`src/rtl/uart_tx_sched_pkg.sv`:
```
// Shared definitions for the UART TX scheduler: state encoding, default
// UART data register address and acknowledge timeout, byte record type.
package uart_tx_sched_pkg;

    typedef enum logic [1:0] {
        S_IDLE      = 2'd0,
        S_WRITE     = 2'd1,
        S_WAIT_ACK  = 2'd2,
        S_WAIT_DONE = 2'd3
    } state_t;

    localparam logic [31:0] UART_TX_ADDR_DEF = 32'h3000_0000;
    localparam int          ACK_TIMEOUT_DEF  = 16;
    localparam int          NUM_REQ          = 2;

    // One byte offered by a requester together with its end-of-message flag.
    typedef struct packed {
        logic [7:0] data;
        logic       last;
    } tx_byte_t;

endpackage

```
`src/rtl/uart_tx_sched_if.sv`:
```
// Requester handshakes plus UART write port of the TX scheduler.
// slave is the scheduler's view, master is the view of whoever drives it.
interface uart_tx_sched_if;

    logic        req0_valid_i;
    logic [7:0]  req0_data_i;
    logic        req0_last_i;
    logic        req0_ready_o;
    logic        req1_valid_i;
    logic [7:0]  req1_data_i;
    logic        req1_last_i;
    logic        req1_ready_o;
    logic        uart_busy_i;
    logic        uart_we_o;
    logic [31:0] uart_waddr_o;
    logic [31:0] uart_wdata_o;
    logic [1:0]  grant_o;
    logic        busy_o;
    logic        err_timeout_o;

    modport slave (
        input  req0_valid_i, req0_data_i, req0_last_i,
        input  req1_valid_i, req1_data_i, req1_last_i,
        input  uart_busy_i,
        output req0_ready_o, req1_ready_o,
        output uart_we_o, uart_waddr_o, uart_wdata_o,
        output grant_o, busy_o, err_timeout_o
    );

    modport master (
        output req0_valid_i, req0_data_i, req0_last_i,
        output req1_valid_i, req1_data_i, req1_last_i,
        output uart_busy_i,
        input  req0_ready_o, req1_ready_o,
        input  uart_we_o, uart_waddr_o, uart_wdata_o,
        input  grant_o, busy_o, err_timeout_o
    );

endinterface

```
`src/rtl/uart_tx_sched_rr_arb2.sv`:
```
// Two-way round-robin arbiter with message lock. The pointer remembers the
// requester served last; while locked only that requester may be granted.
module rr_arb2 (
    input  logic       clk,
    input  logic       rst,
    input  logic [1:0] req,
    input  logic       lock,
    output logic [1:0] gnt
);
    logic last_q;

    // Locked: owner only. Contention: the one not served last. Else pass through.
    always_comb begin
        gnt = 2'b00;
        if (lock)
            gnt = last_q ? {req[1], 1'b0} : {1'b0, req[0]};
        else if (&req)
            gnt = last_q ? 2'b01 : 2'b10;
        else
            gnt = req;
    end

    // Remember who was granted; reset value makes req0 win the first contention.
    always_ff @(posedge clk) begin
        if (rst)
            last_q <= 1'b1;
        else if (|gnt)
            last_q <= gnt[1];
    end

endmodule

```
`src/rtl/uart_tx_sched.sv`:
```
// Schedules bytes from two requesters onto a single memory-mapped UART TX
// register: arbitrate, capture, strobe once, wait for the UART to take it.
module uart_tx_sched
    import uart_tx_sched_pkg::*;
#(
    parameter logic [31:0] UART_TX_ADDR = UART_TX_ADDR_DEF,
    parameter int          ACK_TIMEOUT  = ACK_TIMEOUT_DEF
) (
    input  logic           clk,
    input  logic           rst,
    uart_tx_sched_if.slave bus
);
    localparam int               CNT_W    = $clog2(ACK_TIMEOUT + 1);
    localparam logic [CNT_W-1:0] CNT_LAST = CNT_W'(ACK_TIMEOUT - 1);

    state_t                    state_q, state_d;
    tx_byte_t                  byte_q;
    tx_byte_t [NUM_REQ-1:0]    req_byte;
    logic     [NUM_REQ-1:0]    req_valid, arb_req, gnt, grant_q;
    logic     [CNT_W-1:0]      cnt_q;
    logic                      lock_q, err_q, accept, timeout;

    assign req_valid = {bus.req1_valid_i, bus.req0_valid_i};
    assign req_byte  = {{bus.req1_data_i, bus.req1_last_i},
                        {bus.req0_data_i, bus.req0_last_i}};

    // Requests are only presented while idle with the UART free, so a grant
    // is also the ready and the capture strobe.
    assign arb_req = req_valid & {NUM_REQ{state_q == S_IDLE && !bus.uart_busy_i}};
    assign accept  = |gnt;
    assign timeout = (state_q == S_WAIT_ACK) && !bus.uart_busy_i && (cnt_q == CNT_LAST);

    rr_arb2 u_arb (
        .clk  (clk),
        .rst  (rst),
        .req  (arb_req),
        .lock (lock_q),
        .gnt  (gnt)
    );

    // State register.
    always_ff @(posedge clk) begin
        if (rst) state_q <= S_IDLE;
        else     state_q <= state_d;
    end

    // Next-state logic: capture, single strobe, wait for busy to rise then fall.
    always_comb begin
        state_d = state_q;
        case (state_q)
            S_IDLE:      if (accept) state_d = S_WRITE;
            S_WRITE:     state_d = S_WAIT_ACK;
            S_WAIT_ACK:  if (bus.uart_busy_i) state_d = S_WAIT_DONE;
                         else if (timeout)    state_d = S_IDLE;
            S_WAIT_DONE: if (!bus.uart_busy_i) state_d = S_IDLE;
            default:     state_d = S_IDLE;
        endcase
    end

    // Captured byte, owner, message lock, ack counter and sticky timeout flag.
    always_ff @(posedge clk) begin
        if (rst) begin
            byte_q  <= '0;
            grant_q <= '0;
            lock_q  <= 1'b0;
            err_q   <= 1'b0;
            cnt_q   <= '0;
        end else begin
            if (accept) begin
                byte_q  <= gnt[1] ? req_byte[1] : req_byte[0];
                grant_q <= gnt;
                lock_q  <= gnt[1] ? !bus.req1_last_i : !bus.req0_last_i;
            end
            if (state_q == S_WRITE)
                cnt_q <= '0;
            else if (state_q == S_WAIT_ACK)
                cnt_q <= cnt_q + CNT_W'(1);
            // A lost acknowledge abandons the whole message, not just the byte.
            if (timeout) begin
                err_q   <= 1'b1;
                lock_q  <= 1'b0;
                grant_q <= '0;
            end
            // Ownership survives the return to idle only mid-message.
            if (state_q == S_WAIT_DONE && !bus.uart_busy_i && !lock_q)
                grant_q <= '0;
        end
    end

    assign bus.req0_ready_o  = gnt[0];
    assign bus.req1_ready_o  = gnt[1];
    assign bus.uart_we_o     = (state_q == S_WRITE);
    assign bus.uart_waddr_o  = bus.uart_we_o ? UART_TX_ADDR : 32'h0;
    assign bus.uart_wdata_o  = bus.uart_we_o ? {24'h0, byte_q.data} : 32'h0;
    assign bus.grant_o       = grant_q;
    assign bus.busy_o        = (state_q != S_IDLE);
    assign bus.err_timeout_o = err_q;

endmodule

```
`src/flat_wrapper.sv`:
```
// flat-port wrapper written by rule: the top's interface ports become plain ports
module uart_tx_sched_flat import uart_tx_sched_pkg::*;
#(
    parameter logic [31:0] UART_TX_ADDR = UART_TX_ADDR_DEF,
    parameter int          ACK_TIMEOUT  = ACK_TIMEOUT_DEF
)
  (clk, rst, bus_req0_valid_i, bus_req0_data_i, bus_req0_last_i, bus_req1_valid_i, bus_req1_data_i, bus_req1_last_i, bus_uart_busy_i, bus_req0_ready_o, bus_req1_ready_o, bus_uart_we_o, bus_uart_waddr_o, bus_uart_wdata_o, bus_grant_o, bus_busy_o, bus_err_timeout_o);
  uart_tx_sched_if bus_i ();
  input  logic clk;
  input  logic rst;
  input wire logic [$bits(bus_i.req0_valid_i)-1:0] bus_req0_valid_i;
  input wire logic [$bits(bus_i.req0_data_i)-1:0] bus_req0_data_i;
  input wire logic [$bits(bus_i.req0_last_i)-1:0] bus_req0_last_i;
  input wire logic [$bits(bus_i.req1_valid_i)-1:0] bus_req1_valid_i;
  input wire logic [$bits(bus_i.req1_data_i)-1:0] bus_req1_data_i;
  input wire logic [$bits(bus_i.req1_last_i)-1:0] bus_req1_last_i;
  input wire logic [$bits(bus_i.uart_busy_i)-1:0] bus_uart_busy_i;
  output wire logic [$bits(bus_i.req0_ready_o)-1:0] bus_req0_ready_o;
  output wire logic [$bits(bus_i.req1_ready_o)-1:0] bus_req1_ready_o;
  output wire logic [$bits(bus_i.uart_we_o)-1:0] bus_uart_we_o;
  output wire logic [$bits(bus_i.uart_waddr_o)-1:0] bus_uart_waddr_o;
  output wire logic [$bits(bus_i.uart_wdata_o)-1:0] bus_uart_wdata_o;
  output wire logic [$bits(bus_i.grant_o)-1:0] bus_grant_o;
  output wire logic [$bits(bus_i.busy_o)-1:0] bus_busy_o;
  output wire logic [$bits(bus_i.err_timeout_o)-1:0] bus_err_timeout_o;
  assign bus_i.req0_valid_i = bus_req0_valid_i;
  assign bus_i.req0_data_i = bus_req0_data_i;
  assign bus_i.req0_last_i = bus_req0_last_i;
  assign bus_i.req1_valid_i = bus_req1_valid_i;
  assign bus_i.req1_data_i = bus_req1_data_i;
  assign bus_i.req1_last_i = bus_req1_last_i;
  assign bus_i.uart_busy_i = bus_uart_busy_i;
  assign bus_req0_ready_o = bus_i.req0_ready_o;
  assign bus_req1_ready_o = bus_i.req1_ready_o;
  assign bus_uart_we_o = bus_i.uart_we_o;
  assign bus_uart_waddr_o = bus_i.uart_waddr_o;
  assign bus_uart_wdata_o = bus_i.uart_wdata_o;
  assign bus_grant_o = bus_i.grant_o;
  assign bus_busy_o = bus_i.busy_o;
  assign bus_err_timeout_o = bus_i.err_timeout_o;
  uart_tx_sched #(.UART_TX_ADDR(UART_TX_ADDR), .ACK_TIMEOUT(ACK_TIMEOUT)) u_core (.clk(clk), .rst(rst), .bus(bus_i));
endmodule
```
`config.mk`:
```
export PLATFORM = sky130hd
export DESIGN_NAME = uart_tx_sched_flat
export DESIGN_NICKNAME = d
export VERILOG_FILES = /design/src/rtl/uart_tx_sched_pkg.sv /design/src/rtl/uart_tx_sched_if.sv /design/src/rtl/uart_tx_sched_rr_arb2.sv /design/src/rtl/uart_tx_sched.sv /design/src/flat_wrapper.sv
export SDC_FILE = /design/constraint.sdc
export NUM_CORES = 1
export LEC_CHECK = 0
export ABC_AREA = 1
export CAP_MARGIN = 20
export CORE_AREA = 2 2 76 78
export CTS_BUF_LIST = sky130_fd_sc_hd__clkbuf_4 sky130_fd_sc_hd__clkbuf_8 sky130_fd_sc_hd__clkbuf_16
export CTS_CLUSTER_SIZE = 16
export DETAILED_ROUTE_END_ITERATION = 8
export DIE_AREA = 0 0 78 80
export PLACE_DENSITY_LB_ADDON = 0.08
export SKIP_LAST_GASP = 1
export SLEW_MARGIN = 20
export SYNTH_ARGS = -nofsm -noshare
export SYNTH_HDL_FRONTEND = slang
export SYNTH_HIERARCHICAL = 1
export SYNTH_SLANG_ARGS = --single-unit
```
`constraint.sdc`:
```
create_clock -name clk -period 2.4 [get_ports clk]
set_clock_uncertainty 0.15 [all_clocks]
set_input_delay 0.48 -clock clk [delete_from_list [all_inputs] [get_ports clk]]
set_output_delay 0.48 -clock clk [all_outputs]
set_load 0.01 [all_outputs]
```
### Word-level counts from Yosys, hierarchy flattened

Cells that the tools add are included.

| cells by class | value |
|---|---|
| multiplexer cells | 13 |
| bitwise logic cells | 1 |
| reduce and logical (&&, ||, !) cells | 17 |
| equality and inequality tests | 7 |
| add/sub/neg operators | 1 |

Operators by type and width:

| cell | count |
|---|---|
| 30-bit two-way mux | 1 |
| 2-bit two-way mux | 8 |
| 9-bit two-way mux | 1 |
| 8-bit two-way mux | 1 |
| 2-bit case mux with 4 select lines | 1 |
| 2-bit OR reduction | 3 |
| 5-bit by 1-bit adder with 5-bit output (second input constant) | 1 |
| 5-bit by 4-bit equality test with 1-bit output (second input constant) | 1 |
| 1-bit logical AND | 5 |
| 2-bit equality test (second input constant) | 2 |
| 1-bit zero test | 4 |
| 3-bit by 2-bit != test with 1-bit output (second input constant) | 1 |
| 3-bit AND reduction | 1 |
| 3-bit OR reduction | 1 |
| 2-bit bitwise AND | 1 |
| 2-bit by 1-bit equality test with 1-bit output (second input constant) | 1 |
| 2-bit zero test | 1 |
| 2-bit by 1-bit != test with 1-bit output (second input constant) | 1 |
| 2-bit != test (second input constant) | 1 |
| 2-bit AND reduction | 1 |
| 2-bit nonzero test | 1 |
| 1-bit two-way mux | 1 |

| storage, ports and cells | value |
|---|---|
| output and inout bits | 71 |
| logic and storage cells | 46 |
| bits of input ports | 23 |
| register bits | 20 |

### Longest topological paths before layout

Gate-level depths: netlist of the first run.

| logic depth | value |
|---|---|
| word-level depth | 9 |
| gate-level depth with buffers | 14 |
| gate-level depth less buffers | 13 |

### Cells and area by module

The synthesis of the first run kept the hierarchy.

By module, submodules not included:

| module | area an instance (um^2) | seq. area each (um^2) | cells an instance | instances |
|---|---|---|---|---|
| uart_tx_sched | 1413.9 | 380.4 | 206 | 1 |
| rr_arb2 | 91.3 | 20.0 | 14 | 1 |

### Least setup slack after synthesis of the first run

Ideal clock, no wire load.

| timing path | value |
|---|---|
| path type | input to register |
| start point | input bus_uart_busy_i |
| end point | register u_core.state_q[1] |
| path slack | 0.477 ns |
| library setup time | 0.113 ns |
| buffers on the path | 2 |
| data required time | 2.137 ns |
| arrival time | 1.660 ns |
| cell stages on the path | 12 |
| path through | inv_1 -> nand2_1 -> nor2_1 -> nand3_1 -> nand3_2 -> inv_1 -> buf_4 -> nor2_2 -> buf_4 -> a21oi_1 -> o21ai_1 -> inv_1 |

| on the way | value |
|---|---|
| word-level cells in the longest chain between the ends | 9 |
| elaborated cells on any way between the ends | 16 |
| classes of those cells | eq/ne (3); mux (5); bitwise (1); reduce/logical (7) |

RTL lines:

| item | RTL line | source |
|---|---|---|
| start, declared | flat_wrapper.sv:17 | `input wire logic [$bits(bus_i.uart_busy_i)-1:0] bus_uart_busy_i;` |
| 1-bit zero test | uart_tx_sched.sv:29 | `assign arb_req = req_valid & {NUM_REQ{state_q == S_IDLE && !bus.uart_busy_i}};` |
| 1-bit logical AND | uart_tx_sched.sv:29 |  |
| 2-bit bitwise AND | uart_tx_sched.sv:29 |  |
| named net u_core.arb_req[0] | uart_tx_sched.sv:19 | `logic [NUM_REQ-1:0] req_valid, arb_req, gnt, grant_q;` |
| 2-bit AND reduction | uart_tx_sched_rr_arb2.sv:17 | `else if (&req)` |
| 2-bit two-way mux | uart_tx_sched_rr_arb2.sv:17 |  |
| 2-bit two-way mux | uart_tx_sched_rr_arb2.sv:15 | `if (lock)` |
| named net bus_req1_ready_o | flat_wrapper.sv:19 | `output wire logic [$bits(bus_i.req1_ready_o)-1:0] bus_req1_ready_o;` |
| 2-bit OR reduction | uart_tx_sched.sv:30 | `assign accept = \|gnt;` |
| 2-bit by 1-bit != test with 1-bit output (no line) | n/a |  |
| 3-bit AND reduction (no line) | n/a |  |
| end signal, assigned | uart_tx_sched.sv:44 | `else state_q <= state_d;` |
| end, declared | uart_tx_sched.sv:16 | `state_t state_q, state_d;` |

The timed path passes the listed nets, and every way through them passes these cells.
A chain may end at the register's enable or synchronous reset.

### Worst setup path after layout of the first run

| timing path | value |
|---|---|
| start point | input bus_uart_busy_i |
| end point | output bus_req0_ready_o |

| on the way | value |
|---|---|
| word-level cells in the longest chain between the ends | 6 |
| elaborated cells on any way between the ends | 7 |
| classes of those cells | mux (3); bitwise (1); reduce/logical (3) |

RTL lines:

| item | RTL line | source |
|---|---|---|
| 1-bit zero test | uart_tx_sched.sv:29 |  |
| 1-bit logical AND | uart_tx_sched.sv:29 |  |
| 2-bit bitwise AND | uart_tx_sched.sv:29 |  |
| named net u_core.arb_req[1] | uart_tx_sched.sv:19 |  |
| 2-bit AND reduction | uart_tx_sched_rr_arb2.sv:17 |  |
| 2-bit two-way mux | uart_tx_sched_rr_arb2.sv:17 |  |
| 2-bit two-way mux | uart_tx_sched_rr_arb2.sv:15 |  |
| end, declared | flat_wrapper.sv:18 | `output wire logic [$bits(bus_i.req0_ready_o)-1:0] bus_req0_ready_o;` |

The timed path passes the listed nets, and every way through them passes these cells.

==> results.yml, run 1 <==
run_status:
  outcome: "completed"
timing:
  drv_slew: 0
  hold_viol: 0
  layout_min_cycle_time_ns: 2.237
  worst_slack_ns: 0.1632
  final-setup-viol-count: 0
  fin_crit_sh_pct: 93.20
  fmax_mhz: 447.1
  rsz0062_at_grt: "false"
drt:
  detail-route-antenna-nets: 0
  avgRoutedWirePerCell_um: 9.322
  wirelength_um: 3188
  drt_first_pass_iters: 4
  routed_via_density: 3.661
  drc: 0
  vias: 1252
  drt_iter0_drc: 54
setup_path:
  crit_required_ns: 1.77
  worstPathCellList: "clkdlybuf4s50_1 > inv_2 > nand2_2 > nor2_4 > inv_1 > o21ai_2 > a21oi_2 > clkbuf_2"
  cpLargestDelayFamily: "buffers and inverters"
  end_kind: "primary output"
  startpoint: "bus_uart_busy_i"
  r2r_cells: 14
  critPathSlowestCell: "clkdlybuf4s50_1"
  crit_type: "in -> out"
  worst-path-stages: 8
  cp_max_fo: 2
  rrSetupSlack_ns: 0.23
  start_kind: "primary input"
  path_buf_inv: 4
  worstPathArrival_ns: 1.61
  r2r-start: "u_core/state_q[0]$_SDFFE_PP0P_"
  cp-endpoint: "bus_req0_ready_o"
  slowest_delay_ns: 0.49
  r2r_end: "u_core/byte_q[8]$_SDFFE_PP0P_"
yosys:
  ys_types: 26
  yosysTopAreaCell: "buf_4"
  ys_seq_elements: 20
  ys.flop_type: "dfxtp_1"
  synth.avg_cell_area_um2: 6.842
  yosysWarnings: 6
  synth_top_area_share_pct: 29.43
  synthCells: 220
  synthArstFlopShare_pct: 0
  synth.top_cells.by_area: "buf_4 29%, dfxtp_1 27%, nand2_1 9.5%"
  synth-edff-count: 0
  synthesis.area_um2: 1505
  ys_seq_area_share_pct: 26.60
global_route:
  grt_usage_pct: 10.28
  grt_overflow: 0
  grt_pass1_vias: 1039
  grt_pass1_wl_um: 4968
  antenna_found_initial: 0
  grt_max_degree: 12
finish:
  layout-drive-gt1-share_pct: 13.33
  fin_cells: 342
  fin_util_pct: 35.44
  areaGrowthSynthToFinish_pct: 27.27
  nets: 296
  num_antenna_cells: 0
die:
  io_pins: 94
  dieArea_um2: 6240
  die_h_um: 80
  rows: 27
  core_area_um2: 5405
  die_w_um: 78
  initial_utilization_pct: 27.85
cts:
  holdBufCountCts: 0
  cts.sinks: 20
  cts-root-buf: "clkbuf_8"
  cts_max_level: 1
  numCtsBuffers: 3
  cts_setup_buffers: 0
  cts_tree: "built"
  clock_latency_ns: 0.26
  clock_path_buffers: 2
  clkTransAtPathRegs_ns: 0.08
placement:
  place.gp.congestion: 0.7378
  port_buffers: 39
  dp_cells: 338
  hpwl_um: 2524
  preCtsSetupSlack_ns: -0.2789
hold_path:
  hold_path.class: "reg -> reg"
job:
  max_cap_violations: 0
power_and_ir_drop:
  ir_drop_mv: 0.1916
  powerDensity_nw_per_um2: 690.8
  leakage_nw: 0.9558
==> power breakdown <==
part / internal (mW) / switching, mW
combinational: 0.269 / 0.334
clock: 0.146 / 0.121
sequential: 0.401 / 0.0516
==> tightest hold or removal path, stage by stage, from the launching register on <==
cell and delay [ns]:
dfxtp_1 0.31, inv_1 0.05, a21oi_1 0.05
==> cell usage in the layout, fill, tap and decap left out <==
cell,count
inv_1,36
o21ai_2,2
clkdlybuf4s50_1,37
clkbuf_2,2
ha_1,2
nor2_2,2
nor2_4,3
nor3_1,1
nand3_2,2
buf_4,14
nand2_4,1
nand3_1,10
o21ai_1,2
dfxtp_1,20
inv_4,1
o21a_1,1
nor2_1,15
o211ai_1,2
a211oi_1,1
conb_1,54
a21oi_1,9
inv_2,2
nand2_1,36
clkbuf_8,4
nand2_2,2
o22ai_1,1
nand3b_1,1
xor2_1,1
a22oi_1,5
a21oi_2,1
==> cells in the mapped netlist (3+ instances only) <==
master and count:
nor2_1 17, inv_1 37, nand2_1 38, o21ai_1 3, dfxtp_1 20, a21oi_1 10, nand3_1 10, buf_4 59
a22oi_1 5
==> worst min-delay path by stage <==
stage                     cells past startpoint                                  start                                    end
after global placement                        2  u_core/bus.err_timeout_o$_SDFFE_PP0P_  u_core/bus.err_timeout_o$_SDFFE_PP0P_
after floorplan                               2           u_core/cnt_q[1]$_SDFFE_PP0N_           u_core/cnt_q[1]$_SDFFE_PP0N_
after global routing                          2  u_core/bus.err_timeout_o$_SDFFE_PP0P_  u_core/bus.err_timeout_o$_SDFFE_PP0P_
after CTS                                     2  u_core/bus.err_timeout_o$_SDFFE_PP0P_  u_core/bus.err_timeout_o$_SDFFE_PP0P_
after detailed placement                      2  u_core/bus.err_timeout_o$_SDFFE_PP0P_  u_core/bus.err_timeout_o$_SDFFE_PP0P_
final                                         2  u_core/bus.err_timeout_o$_SDFFE_PP0P_  u_core/bus.err_timeout_o$_SDFFE_PP0P_
==> metrics by stage <==
step                      hold slack (ns)  area, um2  total power [mW]  setup TNS [ns]
after detailed placement           0.2985       1843             1.052         -0.9320
after floorplan                    0.3067       1704            0.8804               0
after global routing               0.3370       1916             1.433               0
after CTS                          0.3112       1898             1.329       -0.002344
final                              0.3080       1916             1.323               0
after global placement             0.2913       1843             1.053         -0.9142
==> routing by layer <==
layer	share of wire [%]	global-route usage [%]
met4	2.1	5.789
met1	45	12.67
met2	48	16.55
met3	5.8	2.262
met5	0	0
==> cell families after synthesis <==
| group | after synthesis | synth area share (%) |
|---|---|---|
| AOI/OAI and AO/OA | 24 | 9.809 |
| adders and majority gates | 2 | 1.662 |
| xor gates and xnor gates | 1 | 0.5820 |
| DFF | 20 | 26.60 |
| and+or+nand+nor | 73 | 21.53 |
| buffers and inverters | 99 | 39.57 |
| other | 1 | 0.2491 |
==> final cells by class <==
type	instances	area, um2
clock buffers	4	55.05
fillers	615	3490
inverters	39	148.9
multi-input cells	154	735.7
flip-flops and latches	20	400.4
well taps	72	90.09
repair buffers	53	485.5
==> flip-flops by register name, summed over array words and instances (netlist names) <==
name / count
u_core/bus.grant_o: 2
u_core/bus.err_timeout_o: 1
u_core/state_q: 2
u_core/byte_q: 8
u_core/u_arb/last_q: 1
u_core/lock_q: 1
u_core/cnt_q: 5
==> timing repair <==
action / CTS / global route
hold endpoints to repair: 0 / 0
setup endpoints to repair: 13 / 8
pin swaps: 0 / 1
gates resized for setup: 3 / 12
No activity file was read; power rests on OpenSTA's default activity.
==> run 2, diff against run 1 <==
--- a/config.mk
+++ b/config.mk
@@ -13,6 +13,7 @@
 export DETAILED_ROUTE_END_ITERATION = 8
 export DIE_AREA = 0 0 78 80
 export PLACE_DENSITY_LB_ADDON = 0.08
+export REMOVE_ABC_BUFFERS = 1
 export SKIP_LAST_GASP = 1
 export SLEW_MARGIN = 20
 export SYNTH_ARGS = -nofsm -noshare
==> results.yml, run 2 (synthesis results as in run 1) <==
timing:
  hold_viol: 0
  fmax_mhz: 432.6
  drv_slew: 0
  fin_crit_sh_pct: 96.32
  final-setup-viol-count: 0
  setup-tns-final_ns: 0
  rsz0062_at_grt: "false"
  layout_min_cycle_time_ns: 2.312
  worst_slack_ns: 0.08828
placement:
  port_buffers: 39
  dp_cells: 336
  preCtsSetupSlack_ns: -0.2602
  hpwl_um: 2403
  place.gp.congestion: 0.7310
setup_path:
  critPathSlowestCell: "clkdlybuf4s50_1"
  r2r_cells: 13
  start_kind: "flop"
  rrSetupSlack_ns: 0.38
  worstPathArrival_ns: 1.68
  cp_max_fo: 7
  r2r-start: "u_core/state_q[1]$_SDFFE_PP0P_"
  crit_type: "reg -> out"
  slowest_delay_ns: 0.54
  r2r_end: "u_core/byte_q[4]$_SDFFE_PP0P_"
  crit_required_ns: 1.77
  end_kind: "primary output"
  worstPathCellList: "inv_2 > nand2_1 > buf_4 > nor2_1 > clkdlybuf4s50_1"
drt:
  detail-route-antenna-nets: 0
  drt_first_pass_iters: 4
  wirelength_um: 2993
  avgRoutedWirePerCell_um: 8.829
  vias: 1238
  routed_via_density: 3.652
  drc: 0
  drt_iter0_drc: 48
power_and_ir_drop:
  internal_power_mw: 0.7868
  leakage_nw: 1.043
  p_sw_share_pct: 37.74
  total_power_mw: 1.264
  power_frac_comb_pct: 47.3
  powerDensity_nw_per_um2: 664.1
  ir_drop_mv: 0.4517
  pwr-share-seq_pct: 35.8
  clkPwrFrac_pct: 16.9
  switching_power_mw: 0.4770
hold_path:
  holdPathEnd: "u_core/bus.err_timeout_o$_SDFFE_PP0P_"
  hold_path.class: "reg -> reg"
  min-delay-start: "u_core/bus.err_timeout_o$_SDFFE_PP0P_"
  worstHoldPathCells: 2
cts:
  cts_tree: "built"
  cts.sinks: 20
  clock_path_buffers: 2
  clkTransAtPathRegs_ns: 0.07
  numCtsBuffers: 3
  cts-root-buf: "clkbuf_8"
  cts_max_level: 1
  clock_latency_ns: 0.25
  cts_setup_buffers: 0
global_route:
  antenna_found_initial: 0
  grt_max_degree: 11
  grt_pass1_vias: 1043
  grt_overflow: 0
  grt_usage_pct: 9.410
  grt_pass1_wl_um: 4705
die:
  rows: 27
  die_w_um: 78
  die_h_um: 80
  initial_utilization_pct: 27.85
  core_area_um2: 5405
  dieArea_um2: 6240
  io_pins: 94
finish:
  top_regs: "u_core/byte_q: 8 flops, u_core/cnt_q: 5 flops"
  fin_cells: 339
  nets: 294
  top_register: "u_core/byte_q"
  fin_util_pct: 35.21
  nFillCells: 600
  layout-drive-gt1-share_pct: 10.86
  layout_commonest_cell: "conb_1"
  layout_common_cells: "54 x conb_1, 37 x nand2_1, 36 x inv_1"
  largest_register_ffs: 8
  areaGrowthSynthToFinish_pct: 26.43
  num_antenna_cells: 0
job:
  max_cap_violations: 0
run_status:
  outcome: "completed"
-- run 2: changes by cell type in the layout (fill, tap and decap cells not counted) --
cell / delta
clkdlybuf4s50_1: -6
dlymetal6s2s_1: +6
clkbuf_8: -1
nand2_4: -1
buf_4: -3
clkbuf_2: -1
dlygate4sd2_1: +1
a21oi_2: -1
o21ai_1: +1
o21ai_2: -1
nand2_1: +1
a21oi_1: +1
buf_12: +1
-- run 2: repair_timing --
item / in CTS / in global routing
pin swaps: 0 / 1
hold buffers: 0 / 0
resized for setup: 3 / 12
endpoints found under the hold margin: 0 / 0
setup endpoints to repair: 2 / 11
-- run 2: worst max path at each step --
stage,startpoint,to,slack [ns],cells past startpoint
4_1_cts,bus_uart_busy_i,bus_req0_ready_o,0.01,8
3_3_place_gp,bus_uart_busy_i,bus_req0_ready_o,-0.24,8
6_report,u_core/state_q[1]$_SDFFE_PP0P_,bus_uart_wdata_o[6],0.09,5
2_1_floorplan,bus_uart_busy_i,u_core/byte_q[4]$_SDFFE_PP0P_,0.40,12
5_1_grt,u_core/state_q[1]$_SDFFE_PP0P_,bus_uart_wdata_o[6],0.003,5
3_5_place_dp,bus_uart_busy_i,bus_req0_ready_o,-0.26,8
-- run 2: layer usage --
layer	GRT usage (%)	vias up	share of wire, %
met5	0	-	0
li1	-	656	-
met3	3.167	2	7.1
met2	15.60	51	49
met1	11.83	529	44
met4	2.105	0	0.27
-- run 2: area by class of cell --
cell class	count	area, um2	share of cell area [%]
tap	72	90.09	4.734
sequential	20	400.4	21.04
timing repair buffer	51	501.7	26.36
multi-input combinational	154	720.7	37.87
inverter	39	148.9	7.824
clock buffer	3	41.29	2.170
-- run 2: power groups by stage --
stage                     sequential (mW)  clock [mW]  combinational [mW]
after global placement              0.461           0               0.604
after detailed placement            0.459           0               0.603
after global routing                0.463       0.237               0.672
after CTS                           0.451       0.227               0.602
after floorplan                     0.456           0               0.326
final                               0.452       0.213               0.598
-- run 2: metrics by stage --
step / hold WS, ns / instance area [um2]
6_report: 0.3028 / 1903
5_1_grt: 0.3488 / 1903
4_1_cts: 0.3105 / 1882
3_5_place_dp: 0.2996 / 1841
3_3_place_gp: 0.2929 / 1841
2_1_floorplan: 0.3067 / 1257
-- run 2: worst max-delay path, delay by kind of cell (launching register included) --
kind / cells / cell delay (ns)
buf+inv: 3 / 0.85
flops: 1 / 0.36
simple gates: 2 / 0.22
